**config.mk**
```make
export PLATFORM = sky130hd
export DESIGN_NAME = rr_arb4
export DESIGN_NICKNAME = d
export VERILOG_FILES = /design/src/rtl/rr_arb4.sv
export SDC_FILE = /design/constraint.sdc
export NUM_CORES = 1
export LEC_CHECK = 0
export ABC_AREA = 1
export CAP_MARGIN = 5
export CORE_UTILIZATION = 46
export CTS_BUF_LIST = sky130_fd_sc_hd__clkbuf_4 sky130_fd_sc_hd__clkbuf_8
export CTS_CLUSTER_DIAMETER = 40
export CTS_CLUSTER_SIZE = 12
export DETAILED_ROUTE_END_ITERATION = 6
export GPL_TIMING_DRIVEN = 0
export PLACE_DENSITY = 0.7
export SYNTH_ARGS = -nofsm -noshare
export SYNTH_HDL_FRONTEND = slang
export SYNTH_SLANG_ARGS = --single-unit
```
**constraint.sdc**
```tcl
create_clock -name clk -period 1.6 [get_ports clk]
set_clock_uncertainty 0.1 [all_clocks]
set_input_delay 0.48 -clock clk [delete_from_list [all_inputs] [get_ports clk]]
set_output_delay 0.48 -clock clk [all_outputs]
set_load 0.02 [all_outputs]
```
**src/rtl/rr_arb4.sv**
```systemverilog
// Four-requester round-robin arbiter with a hold-time limit.
// A grant is held until done, withdrawal or TIMEOUT cycles elapse, then always idles for one cycle.
module rr_arb4 #(
  parameter int TIMEOUT = 15
) (
  input  logic       clk,
  input  logic       rst_n,
  input  logic [3:0] req,
  input  logic       done,
  output logic [1:0] gnt_idx,
  output logic       gnt_vld,
  output logic       timeout
);

  typedef enum logic {S_IDLE = 1'b0, S_GRANT = 1'b1} state_t;

  localparam logic [3:0] CNT_LAST = 4'(TIMEOUT - 1);

  state_t     r_state;
  state_t     w_next_state;
  logic [1:0] r_ptr;
  logic [3:0] r_cnt;
  logic [1:0] r_gnt_idx;
  logic       r_timeout;

  logic [1:0] w_pick_idx;
  logic       w_rel_done;
  logic       w_rel_wdraw;
  logic       w_rel_cnt;
  logic       w_release;

  // Return the first set request, searching from ptr upward with wrap-around.
  function automatic logic [1:0] pick_first(input logic [3:0] r, input logic [1:0] p);
    logic [1:0] idx;
    pick_first = p;
    for (int k = 3; k >= 0; k--) begin
      idx = p + 2'(k);
      if (r[idx]) pick_first = idx;
    end
  endfunction

  assign w_pick_idx  = pick_first(req, r_ptr);
  assign w_rel_done  = done;
  assign w_rel_wdraw = !req[r_gnt_idx];
  assign w_rel_cnt   = (r_cnt == CNT_LAST);
  assign w_release   = w_rel_done || w_rel_wdraw || w_rel_cnt;

  // NOTE: sequential state uses non-blocking assignments so every register samples pre-edge values.
  always_ff @(posedge clk) begin
    if (!rst_n) r_state <= S_IDLE;
    else        r_state <= w_next_state;
  end

  // NOTE: a default assignment first keeps every path assigned, so no latch is inferred.
  always_comb begin
    w_next_state = r_state;
    case (r_state)
      S_IDLE:  if (|req)     w_next_state = S_GRANT;
      S_GRANT: if (w_release) w_next_state = S_IDLE;
      default:               w_next_state = S_IDLE;
    endcase
  end

  always_ff @(posedge clk) begin
    if (!rst_n) begin
      r_ptr     <= 2'd0;
      r_cnt     <= 4'd0;
      r_gnt_idx <= 2'd0;
      r_timeout <= 1'b0;
    end else begin
      r_timeout <= 1'b0;
      case (r_state)
        S_IDLE: begin
          if (|req) begin
            r_gnt_idx <= w_pick_idx;
            r_cnt     <= 4'd0;
          end
        end
        S_GRANT: begin
          if (w_release) begin
            r_ptr     <= r_gnt_idx + 2'd1;
            // Only a release caused purely by the counter is reported as a timeout.
            r_timeout <= w_rel_cnt && !w_rel_done && !w_rel_wdraw;
          end else begin
            r_cnt <= r_cnt + 4'd1;
          end
        end
        default: ;
      endcase
    end
  end

  always_comb begin
    gnt_vld = (r_state == S_GRANT);
    gnt_idx = r_gnt_idx;
    timeout = r_timeout;
  end

endmodule

```
# Word level (Yosys, flattened, before mapping)
# Index checks and enable logic that the tools add are counted.
[word_totals]
regBits = 10
input_bits = 7
output_inout_bits = 4
wordCells = 50
[op_classes]
addsub = 5
magnitude_cmp = 5
eq_ne = 3
n_mux = 20
bitwise = 1
n_reduce_logical = 11
[ops]
columns = ["operator", "count"]
rows = [
  ["$lt 2x3->1 const B", 5],
  ["$bmux 1 s2", 5],
  ["$mux 2", 4],
  ["$mux 4", 2],
  ["$pmux 4 s2", 1],
  ["$mux 1", 7],
  ["$reduce_and 2->1", 3],
  ["$add 2x1->2 const B", 2],
  ["$add 2x2->2 const B", 2],
  ["$add 4x1->4 const B", 1],
  ["$eq 4x4->1 const B", 1],
  ["$ne 2x2->1 const B", 2],
  ["$reduce_or 4->1", 1],
  ["$reduce_and 3->1", 1],
  ["$logic_and 1x1->1", 2],
  ["$logic_not 1->1", 2],
  ["$logic_or 1x1->1", 2],
  ["$pmux 1 s2", 1],
  ["$not 1->1", 1],
]

# Depth between registers and ports, before layout
[depth]
ltp_word = 7
ltp_mapped = 12
mapped_depth_nobuf = 11

# Worst setup path after synthesis
# Ideal clock, no wire load.
[synth_path]
path_kind = "reg2reg"
from = "register r_gnt_idx[0], in the netlist gnt_idx[0]"
to = "register r_cnt[0]"
setup_ps = 116
arrival_time_ps = 1150
required_ps = 1384
path_slack_ps = 234
stages_incl_launch_ff = 8
n_path_buf = 0
period_less_slack_ps = 1366
cell_sequence = "dfxtp_1 o211ai_1 nand2_2 nand4_2 nand2_1 inv_2 nor2_1 nor2_1"
[synth_via]
elab_chain_cells = 7
[synth_rtl]
columns = ["item", "line", "rtl"]
rows = [
  ["from (decl)", "23", "logic [1:0] r_gnt_idx;"],
  ["from (signal assigned)", "75", "r_gnt_idx <= w_pick_idx;"],
  ["$bmux 1 s2", "44", "assign w_rel_wdraw = !req[r_gnt_idx];"],
  ["$mux 1 (not written as such)", "44", ""],
  ["$logic_not 1->1", "44", ""],
  ["$logic_or 1x1->1 (2 in a row)", "46", "assign w_release = w_rel_done || w_rel_wdraw || w_rel_cnt;"],
  ["$ne 2x2->1 (no source line)", "n/a", ""],
  ["$reduce_and 2->1 (no source line)", "n/a", ""],
  ["to (signal assigned)", "85", "r_cnt <= r_cnt + 4'd1;"],
  ["to (decl)", "22", "logic [3:0] r_cnt;"],
]
# No other way between the ends. The select of a mux whose other input is x is not followed.
# A chain may end at the register's enable or synchronous reset.

# Worst setup path after layout
[layout_path]
from = "register r_gnt_idx[1], in the netlist gnt_idx[1]"
to = "output port gnt_idx[1]"
[layout_rtl]
columns = ["item", "line", "rtl"]
rows = [
  ["to (decl)", "10", "output logic [1:0] gnt_idx,"],
]
# No word-level cell between the ends.

==> out/qor.txt <==
Status = completed
CTS H-Tree Depth = 1
Synth Area in Compound Gates = 0.1380
Worst path max stage delay = 420 ps
Power Dens Cells = 940.8 mW/mm2
Synth Area in Adders = 0.03584
CP Max Fanout = 5
Pre-CTS WS = -381.9 ps
Largest family of logic cells by synthesized area = simple AND/OR/NAND/NOR gates
Final setup margin = 41.76 ps
Critical path endpoint category = primary output
Gr usage total = 0.2258
Final setup viols = 0
DRT antenna net count = 0
Worst-Margin Slew = 210.2 ps
Total routed wirelength = 1.600 mm
Crit-path cells = clkdlybuf4s15_2
Die height = 40.96 um
FMAX = 641.7 MHz
CP startpoint kind = register
Clk_lat worst skew = 270 ps
Crit path kind = reg2out
Vias in the first global route = 593
Num rows = 13
Simple-gate area share of the yosys netlist = 0.3728
Placed instance count = 135
Net Count, Synth = 119
CP required = 1020 ps
Cell leakage power = 0.4266 nW
Num CTS Buffers = 3
DRT Pass-1 Iters = 5
Worst hold path type = reg2reg
Mux share of post-synthesis cell area = 0
Die Wd = 40.96 um
I/O pin cnt = 11
Fin. max-slew vios = 0
Post-Layout Cell Count = 139
CTS tree = yes
Drt drc = 0
Iter 0 DRT Violations = 26
Core box area = 0.001350 mm2
Wire per inst = 11.51 um
Data arrival, critical path = 980 ps
Remaining global-route overflow = 0
Crit path max-delay family = flip-flops
Crit-path slowest cell = dfxtp_1
Diode count = 0
Synthesized area = 698.2 um2
Via count = 739
VDD IR max = 0.6650 mV
Die area = 0.001678 mm2
Area Growth Syn to Fin = 24.55%
CTS Root Cell = clkbuf_4
Antenna violations before repair = 0
# nets final = 134
Gpl congestion = 0.8353
Largest net degree at the start of global routing = 9
# port buffers = 10
Post-synthesis register bit count = 10
Reg clk slew, reported paths = 70 ps
Starting Density = 0.5171
Layout cell share with drive strength beyond 1 = 0.2419
Syn avg cell area = 6.347 um2
Detailed Place HPWL = 1.174 mm
Synth Warn # = 0
Tmin final = 1558 ps
Seq/Total Area, Yosys = 0.2867
CTS Buffer Depth = 2
Placed cell area = 817.0 um2
Post-CTS setup buffer count = 0
CTS sink count = 10
Mapped Cells = 110
Unique masters post-synth = 23
First-pass GRT wire length = 2.456 mm
RSZ-0062 raised after global routing = no
Post-DR vias/cell = 5.317
Synth Area in XOR/XNOR = 0.03763
Rel. slew slack = 0.8594
Maxcap violations = 0
Worst path bufs/invs = 1
Period utilisation layout = 0.9739
Final instance area = 869.6 um2
Hold Vio Cnt, Final = 0
registers in the layout, summed over array words and instances, names as in the netlist:
name and flops:
r_cnt 4, gnt_vld 1, r_ptr 2, timeout 1
gnt_idx 2
power breakdown:
| group | leakage [nW] | internal [mW] | switching, mW | total (mW) |
|---|---|---|---|---|
| combinational | 0.323 | 0.109 | 0.179 | 0.288 |
| sequential | 0.0825 | 0.270 | 0.0298 | 0.300 |
| clock | 0.0210 | 0.138 | 0.0917 | 0.230 |
worst paths after layout:
path	cells past startpoint	endpoint	slack, ps	start
setup / recovery	1	gnt_idx[1]	40	gnt_idx[1]
hold / removal	2	r_cnt[3]	430	r_cnt[3]
setup reg to reg	8	r_cnt[0]	120	r_cnt[0]
hold reg to reg	2	r_cnt[3]	430	r_cnt[3]
cell families after synthesis:
group                      Yosys count
xor gates and xnor gates             3
AOI/OAI and AO/OA                   17
DFF                                 10
buffers and inverters               19
and+or+nand+nor                     59
adders and majority gates            2
repair_timing:
| action | CTS | global route |
|---|---|---|
| endpoints found under the setup margin | 10 | 3 |
| gates resized for setup | 19 | 6 |
| hold buffers | 0 | 0 |
| cloned | 0 | 0 |
metal layers:
metal	up-vias	GRT usage	part of all wire
met1	330	0.3072	0.45
met2	31	0.3477	0.45
met3	0	0.09783	0.093
met4	0	0	0
li1	378	-	-
met5	-	0	0
Yosys cell counts:
library cell  count  share of area
a21oi_2           1          0.013
o21ai_2           1          0.013
clkinvlp_4        1          0.011
nor4_1            1         0.0090
nand4_2           1          0.018
ha_1              2          0.036
xnor2_1           1          0.013
clkinv_1          1         0.0054
nor2_1            5          0.027
o21ai_1           3          0.021
inv_1            10          0.054
nand2_2           4          0.036
buf_6             1          0.016
inv_8             1          0.016
nand3_1          14           0.10
a31oi_1           1         0.0090
inv_2             5          0.027
xor2_1            2          0.025
nand2_1          34           0.18
a21oi_1           7          0.050
dfxtp_1          10           0.29
o211ai_1          1          0.011
o21ai_0           3          0.021
final cells by class:
cell class | instances | area (um2)
buffer | 1 | 11.26
clock buffer | 4 | 36.28
inverter | 18 | 78.83
fill | 142 | 480.5
timing repair buffer | 10 | 87.58
sequential | 10 | 202.7
multi-input combinational | 81 | 434.2
tap | 15 | 18.77
through the flow:
step / TNS (ps) / power [mW] / hold slack, ps / util
3_3_place_gp: -2829 / 0.5782 / 409.6 / 0.6052
3_5_place_dp: -3035 / 0.5829 / 411.4 / 0.6052
5_1_grt: 0 / 0.8728 / 444.9 / 0.6441
2_1_floorplan: 0 / 0.5054 / 385.6 / -
4_1_cts: 0 / 0.8132 / 421.9 / 0.6423
6_report: 0 / 0.8181 / 425.8 / 0.6441
cell usage in the layout (no fill, tap or decap):
| cell | n |
|---|---|
| nand2_1 | 32 |
| nand3_1 | 13 |
| inv_1 | 8 |
| dfxtp_1 | 8 |
| inv_2 | 7 |
| a21oi_1 | 7 |
| nand2_2 | 6 |
| nor2_1 | 5 |
| dlygate4sd2_1 | 4 |
| o21ai_1 | 3 |
| o21ai_0 | 3 |
| clkbuf_4 | 3 |
| xor2_1 | 2 |
| ha_1 | 2 |
| dfxtp_2 | 2 |
| clkdlybuf4s50_1 | 2 |
| clkbuf_2 | 2 |
| clkdlybuf4s15_2 | 2 |
| o211ai_1 | 1 |
| nand4_4 | 1 |
| o21ai_4 | 1 |
| xnor2_1 | 1 |
| buf_6 | 1 |
| inv_8 | 1 |
| nand3_2 | 1 |
| a31oi_1 | 1 |
| nor4_1 | 1 |
| clkinv_1 | 1 |
| clkinvlp_4 | 1 |
| a21oi_2 | 1 |
| clkbuf_8 | 1 |
No activity file was read; power rests on OpenSTA's default activity.
